[config.mk]
export PLATFORM = sky130hd
export DESIGN_NAME = updown_counter_n
export DESIGN_NICKNAME = d
export VERILOG_FILES = /design/src/rtl/updown_counter_n.sv
export SDC_FILE = /design/constraint.sdc
export NUM_CORES = 1
export LEC_CHECK = 0
export BUFFER_PORTS_ARGS = -buffer_cell sky130_fd_sc_hd__buf_2
export CORE_AREA = 4 4 41 43
export DETAILED_ROUTE_END_ITERATION = 8
export DIE_AREA = 0 0 45 47
export PLACE_DENSITY = 0.54
export SKIP_CTS_REPAIR_TIMING = 1
export SKIP_LAST_GASP = 1
export SYNTH_ARGS = -nofsm -noshare
export SYNTH_HDL_FRONTEND = slang
export SYNTH_SLANG_ARGS = --single-unit
[constraint.sdc]
create_clock -name clk -period 3.5 [get_ports clk]
set_input_delay 0.7 -clock clk [delete_from_list [all_inputs] [get_ports clk]]
set_output_delay 0.7 -clock clk [all_outputs]
set_load 0.02 [all_outputs]
[src/rtl/updown_counter_n.sv]
// Up/down modulo-N counter with synchronous load, optional saturation at the
// range ends, registered carry/borrow event pulses and combinational
// zero / at_max status flags.
module updown_counter_n #(
  parameter int     WIDTH    = 4,   // counter and data width (2..32)
  parameter longint MODULUS  = 16,  // count range is 0..MODULUS-1 (2..2^WIDTH)
  parameter int     SATURATE = 0    // 0: wrap at the ends, 1: hold at the ends
) (
  input  logic             clk,
  input  logic             rst,
  input  logic             en,
  input  logic             up,
  input  logic             load,
  input  logic [WIDTH-1:0] d,
  output logic [WIDTH-1:0] q,
  output logic             carry,
  output logic             borrow,
  output logic             zero,
  output logic             at_max
);

  // Top of the count range. MODULUS may equal 2^WIDTH, so the subtraction is
  // done at 64 bits before narrowing; the result always fits in WIDTH bits.
  localparam longint           MAX_L   = MODULUS - 1;
  localparam logic [WIDTH-1:0] MAX_VAL = MAX_L[WIDTH-1:0];
  localparam logic             SAT_EN  = (SATURATE != 0);

  logic [WIDTH-1:0] q_q, q_d;
  logic             carry_q, carry_d;
  logic             borrow_q, borrow_d;

  logic             q_is_max;
  logic             q_is_zero;

  assign q_is_max  = (q_q == MAX_VAL);
  assign q_is_zero = (q_q == '0);

  // Next-state logic: load beats count; carry/borrow only on the edge that
  // hits an end, so they self-clear into single-cycle pulses.
  always_comb begin
    q_d      = q_q;
    carry_d  = 1'b0;
    borrow_d = 1'b0;
    if (load) begin
      // Out-of-range load data clamps to the top so q never leaves 0..MODULUS-1.
      q_d = (d > MAX_VAL) ? MAX_VAL : d;
    end else if (en) begin
      if (up) begin
        if (q_is_max) begin
          carry_d = 1'b1;
          q_d     = SAT_EN ? MAX_VAL : '0;
        end else begin
          q_d = q_q + 1'b1;
        end
      end else begin
        if (q_is_zero) begin
          borrow_d = 1'b1;
          q_d      = SAT_EN ? '0 : MAX_VAL;
        end else begin
          q_d = q_q - 1'b1;
        end
      end
    end
  end

  // State register with synchronous reset that overrides load and count.
  always_ff @(posedge clk) begin
    if (rst) begin
      q_q      <= '0;
      carry_q  <= 1'b0;
      borrow_q <= 1'b0;
    end else begin
      q_q      <= q_d;
      carry_q  <= carry_d;
      borrow_q <= borrow_d;
    end
  end

  assign q      = q_q;
  assign carry  = carry_q;
  assign borrow = borrow_q;
  assign zero   = q_is_zero;
  assign at_max = q_is_max;

endmodule

Yosys cells after proc, flatten, opt, wreduce, memory -nomap -nowiden
Index checks and enable logic that the tools add are counted.
{ "op_classes": {"muxes": 8, "reduce_logical": 4, "n_eq_ne": 1, "n_addsub": 2, "order_cmp": 1, "n_bitwise": 2} }
{ "ops": {"columns": ["operator", "n"], "rows": [
  ["$mux 4", 6],
  ["$reduce_or 4->1", 2],
  ["$add 4x1->4 const B", 1],
  ["$eq 4x4->1 const B", 1],
  ["$gt 4x4->1 const B", 1],
  ["$logic_not 4->1", 1],
  ["$sub 4x1->4 const B", 1],
  ["$mux 1", 2],
  ["$not 1->1", 2],
  ["$reduce_bool 2->1", 1]
]} }
{ "word_totals": {"wordCells": 21, "ff_bits": 6, "output_inout_bits": 8, "in_bits": 9} }

Depth between registers and ports, before layout
{ "logic_depth": {"word_depth": 5, "mapped_depth": 6} }

Least setup slack after synthesis
No wires, ideal clock.
{ "synth_path": {"kind": "reg2out", "start": "register q_q[0], in the netlist q[0]", "end": "output port zero", "path_buffers": 0, "t_required_ns": 2.800, "setup_slack_ns": 1.550, "arrival_time_ns": 1.250, "path_stages_with_launch": 4, "path_cell_list": "dfxtp_1 > inv_1 > ha_1 > nor3b_1"} }
{ "synth_via": {"elab_chain_len": 1} }
{ "synth_lines": {"columns": ["element", "line", "text"], "rows": [
  ["from (decl)", "28", "logic [WIDTH-1:0] q_q, q_d;"],
  ["from (signal assigned)", "73", "q_q <= q_d;"],
  ["$logic_not 4->1", "36", "assign q_is_zero = (q_q == '0);"],
  ["to (decl)", "18", "output logic zero,"]
]} }
Every way passes these cells.

Final worst setup path
Ends and elaborated chain as after synthesis.

==> impl_metrics.toml <==
[clock_network]
clkTransAtPathRegs_ns = 0.04
htreeDepth = 1
numCtsBuffers = 3
cts_tree = "yes"
cts_max_path_buffers = 2
clock-root-buffer = "clkbuf_4"
cts_sinks = 6
clk_latency_ns = 0.24

[sta]
fin_worst_skew_ns = 0.00176
final-hold-violation-count = 0
drv_slew = 0
fin_tns_setup_ns = 0
slew_headroom_pct = 81.7
setup_violations = 0
period_minus_slack_ns = 2.04
fin_crit_sh_pct = 58.4
worstMarginPinSlew_ns = 0.274
rsz0062_at_grt = "false"
max_freq_ghz = 0.489

[cells_and_area]
num-nets-final = 77
drive_gt1_share_pct = 35.9
syn_to_final_growth_pct = 30.1
antenna_cells = 0
utilization_pct = 37.8

[critical_path]
startpoint_type = "register"
r2r_start = "q[0]$_SDFFE_PP0P_"
crit_required_ns = 2.80
cp_max_fo = 8
cp-end-kind = "primary output"
reg2reg_depth = 6
path_class = "register to primary output"
cp-startpoint = "q[0]$_SDFFE_PP0P_"
worst-endpoint-arrival_ns = 1.34

[power_and_ir_drop]
ir_drop_v = 0.000210
leakage_nw = 0.246
p_per_area_nw_per_um2 = 392

[global_routing]
busiest_layer = "met2"
use_met3_pct = 7.66
grt_pass1_vias = 310
grt_pass1_wl_um = 1450
antenna_found_initial = 0
grt.overflow.total = 0
track_usage_pct = 10.5
use_met1_pct = 12.4
grt_use_met2_pct = 13.8
grt_max_degree = 10

[drt]
ant_nets = 0
num_vias = 384
drt_wl_total_um = 890
via_per_inst = 4.86
drc = 0
first_pass_iters = 4
drtIter0Drc = 6
avgRoutedWirePerCell_um = 11.3

[hold_path]
hold_depth = 2
worstHoldStart = "rst"
hp-class = "input pin to register"

[yosys]
synth_edf_count = 0
synthTopCellsByCount = "6 x dfxtp_1, 5 x a21oi_1, 4 x inv_1, 4 x nor2_1"
ys_top_cells_by_area = "dfxtp_1 32%, xnor2_1 7.0%, a21oi_1 6.6%"
synth.avg_cell_area_um2 = 8.21
yosysMostFrequentCell = "dfxtp_1"
synth_seq_area_share_pct = 31.8
synth.largest_area_cell = "dfxtp_1"
ys_warn_count = 0
ys.flop_type = "dfxtp_1"
async_flop_share_pct = 0
yosysTopAreaCellShare_pct = 31.8
syn_nets = 57
synth_cell_types = 22
ys_seq_elements = 6
synthCells = 46
syn-cell-area_um2 = 378

[placed_design]
dpl.hpwl_um = 695
port_buffers = 16
place.gp.congestion = 0.699

[outcome]
status = "finished clean"

[run]
max_cap_violations = 0

[floorplan]
start_util_pct = 29.0
die_y_um = 47
ioPinCount = 17
die_w_um = 45
die_area_um2 = 2120
placement_rows = 13
core_um2 = 1300
## stage by stage
stage          worst slack [ns]  total power [mW]  instances  hold slack (ns)  area, um^2
2_1_floorplan              1.55             0.114         46            0.702         378
3_3_place_gp               1.74             0.132         76            0.682         469
3_5_place_dp               1.72             0.132         76            0.683         469
4_1_cts                    1.44             0.197         79            0.680         492
5_1_grt                    1.36             0.209         79            0.691         492
6_report                   1.46             0.193         79            0.683         492
## power by group
part,leakage [nW],internal [mW],switching (mW)
logic,0.183,0.0237,0.0258
clock network,0.0138,0.0387,0.0241
registers,0.0494,0.0728,0.00766
total,0.246,0.135,0.0576
## layout by cell type (no fill, tap or decap)
cell / instances
mux2_4: 1
ha_1: 2
nand2_1: 3
xnor2_1: 3
a21oi_1: 5
o21ai_0: 2
a31oi_1: 1
o221ai_1: 1
mux2i_1: 1
nor3_1: 1
o31ai_1: 1
dfxtp_1: 6
nor2b_1: 3
o21ba_2: 1
and3_1: 2
clkbuf_4: 3
nor3b_1: 1
and3_2: 1
buf_2: 16
inv_1: 4
nor2_1: 4
o21a_1: 1
nand2_2: 1
## worst max-delay path: stages, from the launching register on
cell and delay [ns]:
dfxtp_1 0.37, inv_1 0.08, ha_1 0.17, nor3b_1 0.25, buf_2 0.22
## area by class of cell
| cell class | instances | area (um^2) |
|---|---|---|
| Clock buffer | 3 | 22.5 |
| Fill cell | 146 | 810 |
| Inverter | 4 | 15.0 |
| Multi-Input combinational cell | 35 | 235 |
| Sequential cell | 6 | 120 |
| Tap cell | 15 | 18.8 |
| Timing Repair Buffer | 16 | 80.1 |
## logic make-up after synthesis
family	count (synthesis)	synth area share, %
fa+ha+maj	2	6.62
xor+xnor	3	6.95
mux	2	6.62
compound gates	12	19.9
flops	6	31.8
simple gates	16	22.2
buf+inv	5	5.96
## final timing paths
path | end | slack, ns
max | zero | 1.46
min | q[0]$_SDFFE_PP0P_ | 0.68
max reg2reg | q[2]$_SDFFE_PP0P_ | 2.06
min reg2reg | q[3]$_SDFFE_PP0P_ | 0.68
## per-layer routing
metal	part of all wire, %	up-vias	wire, um
met5	0	-	0
met4	0	0	0
met3	12	0	103
met2	43	19	385
met1	45	170	401
li1	-	195	-
## state kept, by name, indices dropped and copies added, names as in the netlist
signal / count
borrow: 1
carry: 1
q: 4
Note: power is estimated with default switching activity, not from simulation.
